File: src/rtl/fetch_stage_if.sv
// Instruction-memory request/acknowledge bus between the fetch stage (master)
// and the instruction memory (slave).
interface fetch_stage_if;
    logic        imem_req;
    logic [31:0] imem_addr;
    logic        imem_ack;
    logic [31:0] imem_rdata;

    modport master (
        output imem_req,
        output imem_addr,
        input  imem_ack,
        input  imem_rdata
    );

    modport slave (
        input  imem_req,
        input  imem_addr,
        output imem_ack,
        output imem_rdata
    );
endinterface

File: src/rtl/fetch_stage.sv
// Pipeline fetch stage: PC register, variable-latency instruction memory handshake,
// one-word holding buffer for stalls, request kill on redirect, and the IF/ID register.
module fetch_stage #(
    parameter logic [31:0] RESET_PC  = 32'h0000_0000,
    parameter logic [31:0] NOP_INSTR = 32'h0000_0013
) (
    input  logic          clk,
    input  logic          resetn,
    input  logic          StallF,
    input  logic          StallD,
    input  logic          FlushD,
    input  logic          PCSrcE,
    input  logic [31:0]   PCTargetE,
    fetch_stage_if.master imem,
    output logic [31:0]   InstrD,
    output logic [31:0]   PCD,
    output logic [31:0]   PCPlus4D,
    output logic          FetchBusyF
);

    typedef enum logic [1:0] {
        FETCH = 2'd0,
        HOLD  = 2'd1,
        KILL  = 2'd2
    } state_t;

    state_t      state_q, state_d;
    logic [31:0] pcf_q, pcf_d;
    logic [31:0] hold_instr_q, hold_instr_d;
    logic [31:0] redir_pc_q, redir_pc_d;
    logic [31:0] instr_q, instr_d;
    logic [31:0] pcd_q, pcd_d;
    logic [31:0] pcplus4_q, pcplus4_d;

    logic        deliver;
    logic        ack;
    logic [31:0] pcf_plus4;
    logic        dlv_valid;
    logic [31:0] dlv_word;

    assign deliver   = !StallF && !StallD && !FlushD && !PCSrcE;
    assign ack       = imem.imem_ack;
    assign pcf_plus4 = pcf_q + 32'd4;

    // HOLD already owns a word, so no new request is issued until it is handed on.
    assign imem.imem_req  = resetn && (state_q != HOLD);
    assign imem.imem_addr = pcf_q;
    assign FetchBusyF     = imem.imem_req && !imem.imem_ack;

    always_comb begin
        state_d      = state_q;
        pcf_d        = pcf_q;
        hold_instr_d = hold_instr_q;
        redir_pc_d   = redir_pc_q;
        dlv_valid    = 1'b0;
        dlv_word     = hold_instr_q;

        unique case (state_q)
            FETCH: begin
                if (ack) begin
                    if (PCSrcE) begin
                        pcf_d = PCTargetE;
                    end else if (deliver) begin
                        dlv_valid = 1'b1;
                        dlv_word  = imem.imem_rdata;
                        pcf_d     = pcf_plus4;
                    end else begin
                        hold_instr_d = imem.imem_rdata;
                        state_d      = HOLD;
                    end
                end else if (PCSrcE) begin
                    // The in-flight request cannot be withdrawn; remember where to go.
                    redir_pc_d = PCTargetE;
                    state_d    = KILL;
                end
            end

            HOLD: begin
                if (PCSrcE) begin
                    pcf_d   = PCTargetE;
                    state_d = FETCH;
                end else if (deliver) begin
                    dlv_valid = 1'b1;
                    dlv_word  = hold_instr_q;
                    pcf_d     = pcf_plus4;
                    state_d   = FETCH;
                end
            end

            KILL: begin
                if (PCSrcE) begin
                    redir_pc_d = PCTargetE;
                end
                if (ack) begin
                    pcf_d   = PCSrcE ? PCTargetE : redir_pc_q;
                    state_d = FETCH;
                end
            end

            default: begin
                state_d = FETCH;
            end
        endcase
    end

    // IF/ID register: flush beats stall, stall beats delivery, otherwise a bubble.
    always_comb begin
        instr_d   = instr_q;
        pcd_d     = pcd_q;
        pcplus4_d = pcplus4_q;

        if (FlushD) begin
            instr_d   = NOP_INSTR;
            pcd_d     = 32'd0;
            pcplus4_d = 32'd0;
        end else if (!StallD) begin
            if (dlv_valid) begin
                instr_d   = dlv_word;
                pcd_d     = pcf_q;
                pcplus4_d = pcf_plus4;
            end else begin
                instr_d = NOP_INSTR;
            end
        end
    end

    always_ff @(posedge clk) begin
        if (!resetn) begin
            state_q      <= FETCH;
            pcf_q        <= RESET_PC;
            hold_instr_q <= 32'd0;
            redir_pc_q   <= 32'd0;
            instr_q      <= NOP_INSTR;
            pcd_q        <= 32'd0;
            pcplus4_q    <= 32'd0;
        end else begin
            state_q      <= state_d;
            pcf_q        <= pcf_d;
            hold_instr_q <= hold_instr_d;
            redir_pc_q   <= redir_pc_d;
            instr_q      <= instr_d;
            pcd_q        <= pcd_d;
            pcplus4_q    <= pcplus4_d;
        end
    end

    assign InstrD   = instr_q;
    assign PCD      = pcd_q;
    assign PCPlus4D = pcplus4_q;

endmodule

File: src/flat_wrapper.sv
// flat-port wrapper written by rule: the top's interface ports become plain ports
module fetch_stage_flat 
#(
    parameter logic [31:0] RESET_PC  = 32'h0000_0000,
    parameter logic [31:0] NOP_INSTR = 32'h0000_0013
)
  (clk, resetn, StallF, StallD, FlushD, PCSrcE, PCTargetE, InstrD, PCD, PCPlus4D, FetchBusyF, imem_imem_req, imem_imem_addr, imem_imem_ack, imem_imem_rdata);
  fetch_stage_if imem_i ();
  input  logic clk;
  input  logic resetn;
  input  logic StallF;
  input  logic StallD;
  input  logic FlushD;
  input  logic PCSrcE;
  input  logic [31:0] PCTargetE;
  output logic [31:0] InstrD;
  output logic [31:0] PCD;
  output logic [31:0] PCPlus4D;
  output logic FetchBusyF;
  output wire logic [$bits(imem_i.imem_req)-1:0] imem_imem_req;
  output wire logic [$bits(imem_i.imem_addr)-1:0] imem_imem_addr;
  input wire logic [$bits(imem_i.imem_ack)-1:0] imem_imem_ack;
  input wire logic [$bits(imem_i.imem_rdata)-1:0] imem_imem_rdata;
  assign imem_imem_req = imem_i.imem_req;
  assign imem_imem_addr = imem_i.imem_addr;
  assign imem_i.imem_ack = imem_imem_ack;
  assign imem_i.imem_rdata = imem_imem_rdata;
  fetch_stage #(.RESET_PC(RESET_PC), .NOP_INSTR(NOP_INSTR)) u_core (.clk(clk), .resetn(resetn), .StallF(StallF), .StallD(StallD), .FlushD(FlushD), .PCSrcE(PCSrcE), .PCTargetE(PCTargetE), .imem(imem_i), .InstrD(InstrD), .PCD(PCD), .PCPlus4D(PCPlus4D), .FetchBusyF(FetchBusyF));
endmodule
File: config.mk
export PLATFORM = sky130hd
export DESIGN_NAME = fetch_stage_flat
export DESIGN_NICKNAME = d
export VERILOG_FILES = /design/src/rtl/fetch_stage_if.sv /design/src/rtl/fetch_stage.sv /design/src/flat_wrapper.sv
export SDC_FILE = /design/constraint.sdc
export NUM_CORES = 1
export LEC_CHECK = 0
export ABC_AREA = 1
export ABC_CLOCK_PERIOD_IN_PS = 2400
export CORE_ASPECT_RATIO = 0.6
export CORE_MARGIN = 2
export CORE_UTILIZATION = 45
export CTS_CLUSTER_DIAMETER = 60
export CTS_CLUSTER_SIZE = 10
export DETAILED_ROUTE_END_ITERATION = 8
export PLACE_DENSITY = 0.72
export SYNTH_ARGS = -nofsm -noshare
export SYNTH_HDL_FRONTEND = slang
export SYNTH_SLANG_ARGS = --single-unit
File: constraint.sdc
create_clock -name clk -period 2.4 [get_ports clk]
set_clock_uncertainty 0.2 [all_clocks]
set_input_delay 0.36 -clock clk [delete_from_list [all_inputs] [get_ports clk]]
set_output_delay 0.36 -clock clk [all_outputs]
set_load 0.05 [all_outputs]
==> results.sh <==
export IMPL_relSlewSlack=0.5557
export IMPL_design_area_um2=11560
export IMPL_reg2reg_to="u_core.imem.imem_addr[13]$_SDFFE_PN0P_"
export IMPL_met3WireLength_mm=2.786
export IMPL_startpoint_type="flop"
export IMPL_met1_length_mm=14.25
export IMPL_synth_flop_cell="dfxtp_1"
export IMPL_maxUsedRoutingLayer="met4"
export IMPL_vias_per_cell=5.282
export IMPL_route_met2_wl_mm=10.46
export IMPL_fmax_mhz=422.8
export IMPL_critPathMaxFanout=6
export IMPL_status="finished, final reports clean"
export IMPL_min_period_over_period=0.9854
export IMPL_rsz0062_at_grt="false"
export IMPL_finalHoldViolCount=0
export IMPL_grt_pass1_wl_mm=42.52
export IMPL_place_ws_ns=0.01093
export IMPL_clk_latency_ns=0.43
export IMPL_synth_edff_count=0
export IMPL_synth_distinct_cells=33
export IMPL_drtIter0Drc=1067
export IMPL_r2r_slack_ns=0.27
export IMPL_dr_pass1_iters=5
export IMPL_worstSetupPathDepth=1
export IMPL_fin_crit_ns=2.365
export IMPL_endpoint="imem_imem_addr[18]"
export IMPL_grt_usage=0.2681
export IMPL_drc=0
export IMPL_coreArea_um2=18880
export IMPL_finalWorstSetupSlack_ns=0.03497
export IMPL_cts_tree="built"
export IMPL_yosysSeqAreaShare=0.4463
export IMPL_h_tree_depth=4
export IMPL_numCtsBuffers=17
export IMPL_post_drt_wl_per_cell_um=16.62
export IMPL_finalSetupViolations=0
export IMPL_synthesis_nets=1296
export IMPL_post_dp_hpwl_mm=20.23
export IMPL_antenna_left=0
export IMPL_yosys_warnings=0
export IMPL_path_buf_inv=1
export IMPL_grt_ovfl_total=0
export IMPL_reg2regPathDepth=7
export IMPL_holdWs_ns=0.1775
export IMPL_dieArea_um2=20300
export IMPL_antenna_found_initial=0
export IMPL_initial_core_util=0.4561
export IMPL_cap_violations=0
export IMPL_final_max_slew_violation_count=0
export IMPL_end_kind="output port"
export IMPL_grt_pass1_vias=7710
export IMPL_io_buffers=200
export IMPL_fin_nets=1477
export IMPL_clockBufferDepth=2
export IMPL_avgSynthCellArea_um2=7.037
export IMPL_grt_start_max_net_pins=70
export IMPL_path_cells="clkdlybuf4s50_1"
export IMPL_crit_path_start="u_core.imem.imem_addr[18]$_SDFFE_PN0P_"
export IMPL_clk_pin_slew_ns=0.07
export IMPL_postRouteWirelength_mm=27.66
export IMPL_cp_slowest_cell="clkdlybuf4s50_1"
export IMPL_fillers=1793
export IMPL_synth_cells=1224
export IMPL_ys_seq_elements=192
export IMPL_drive_gt1_frac=0.06841
export IMPL_slowest_delay_ns=0.87
export IMPL_synth_area_um2=8613
export IMPL_ys_async_sr_fraction=0
export IMPL_r2r_start="u_core.imem.imem_addr[10]$_SDFFE_PN0P_"
export IMPL_root_buffer="clkbuf_16"
export IMPL_p_per_area_nw_per_um2=655.3
export IMPL_n_antenna_cell=0
export IMPL_arrival_ns=1.81
export IMPL_fp_row_count=39
export IMPL_setup_tns_ns=0
export IMPL_ctsHoldBuffers=0
export IMPL_worst_slew_pin_slew_ns=0.6664
export IMPL_layout_area_overhead_vs_synth_pct=34.17
export IMPL_die_x_um=182.6
export IMPL_gp_congestion=0.9433
export IMPL_path_class="flop to output port"
export IMPL_p_leak_uw=0.004661
export IMPL_min_path_type="primary input to flop"
export IMPL_via_count=8790
export IMPL_cts_sinks=192
export IMPL_ios=201
export IMPL_die_h_um=111.2
export IMPL_irDropWorstVdd_uv=510.2
export IMPL_placed_area_um2=10960
export IMPL_path_delay_family="buffers and inverters"
export IMPL_critPathRequiredTime_ns=1.84
export IMPL_hold_path_depth=4
## routing by layer
metal  global-route usage  vias up
li1                     -     4370
met1               0.4394     4002
met2               0.3450      405
met3              0.06537       13
met4              0.04892        0
met5                    0        -
## how the worst min path moves through the flow
stage | startpoint | to | slack, ns
6_report | PCSrcE | u_core.state_q[0]$_SDFFE_PN0P_ | 0.18
5_1_grt | PCSrcE | u_core.state_q[0]$_SDFFE_PN0P_ | 0.20
4_1_cts | PCSrcE | u_core.state_q[0]$_SDFFE_PN0P_ | 0.16
3_5_place_dp | u_core.hold_instr_q[11]$_SDFFE_PN0P_ | u_core.hold_instr_q[11]$_SDFFE_PN0P_ | 0.24
3_3_place_gp | u_core.hold_instr_q[6]$_SDFFE_PN0P_ | u_core.hold_instr_q[6]$_SDFFE_PN0P_ | 0.23
2_1_floorplan | u_core.hold_instr_q[27]$_SDFFE_PN0P_ | u_core.hold_instr_q[27]$_SDFFE_PN0P_ | 0.22
## state kept, by name (all words and copies together) (netlist names)
signal and cells:
u_core.hold_instr_q 32, u_core.PCD 30, u_core.state_q 2, u_core.imem.imem_addr 32, u_core.PCPlus4D 32, u_core.redir_pc_q 32
u_core.InstrD 32
## kinds of logic after synthesis
group / share of synthesized area
buffers and inverters: 0.1031
adders and majority gates: 0.001452
xor gates and xnor gates: 0.01424
DFF: 0.4463
AOI/OAI and AO/OA: 0.2390
and+or+nand+nor: 0.1960
## layout by cell type, fill, tap and decap left out, types with 24 or more instances in the layout
master,instances
inv_1,132
nand2_1,205
dfxtp_1,192
a211oi_1,47
o21ai_0,159
clkdlybuf4s50_1,185
nor2_1,168
nor3_1,24
buf_4,38
o21ai_1,28
a21oi_1,114
## cell type report
cell class / count / area [um2] / area share
flip-flops and latches: 192 / 3844 / 0.3326
repair buffers: 242 / 2412 / 0.2087
clock inverters: 14 / 146.4 / 0.01267
well taps: 246 / 307.8 / 0.02663
multi-input cells: 815 / 3892 / 0.3368
inverters: 137 / 514.2 / 0.04450
clock buffers: 18 / 439.2 / 0.03800
## Yosys cell counts (2+ instances only)
library cell | n | area (um2)
nand2_1 | 205 | 769.5
xor2_1 | 9 | 78.83
o211ai_1 | 5 | 37.54
nor2_1 | 169 | 634.4
o21a_1 | 2 | 15.01
xnor2_1 | 5 | 43.79
nor3_1 | 25 | 125.1
inv_1 | 132 | 495.5
o21ai_0 | 159 | 795.8
a21oi_1 | 114 | 570.6
o21ai_1 | 29 | 145.1
nor2_4 | 2 | 22.52
a31oi_1 | 14 | 87.58
buf_1 | 3 | 11.26
nand4_1 | 2 | 12.51
a211oi_1 | 47 | 352.8
buf_6 | 4 | 45.04
dfxtp_1 | 192 | 3844
buf_2 | 12 | 60.06
clkbuf_2 | 5 | 25.02
clkbuf_1 | 50 | 187.7
buf_4 | 6 | 45.04
nand3_1 | 18 | 90.09
inv_2 | 4 | 15.01
a211oi_2 | 3 | 37.54
## worst register-to-register path, stage by stage, from the launching register on
cell	delay, ns
dfxtp_1	0.57
nand2_1	0.13
nor2_1	0.17
nand2_1	0.09
nor2_1	0.22
xor2_1	0.43
nand2_1	0.12
a21oi_1	0.14
## through the flow
| step | power (uW) | util | cells |
|---|---|---|---|
| 2_1_floorplan | 4245 | - | 1224 |
| 3_3_place_gp | 4761 | 0.5804 | 1632 |
| 3_5_place_dp | 4780 | 0.5804 | 1632 |
| 4_1_cts | 7595 | 0.6111 | 1664 |
| 5_1_grt | 7856 | 0.6119 | 1664 |
| 6_report | 7573 | 0.6119 | 1664 |
## timing repair
item | in CTS | in global routing
resized for setup | 4 | 5
setup endpoints to repair | 4 | 5
buffers inserted | 0 | 0
## power breakdown
group / switching, uW / internal [uW]
Sequential: 135 / 3340
Clock: 1340 / 1500
Combinational: 808 / 446
Total: 2290 / 5290
No activity file was read; power rests on OpenSTA's default activity.
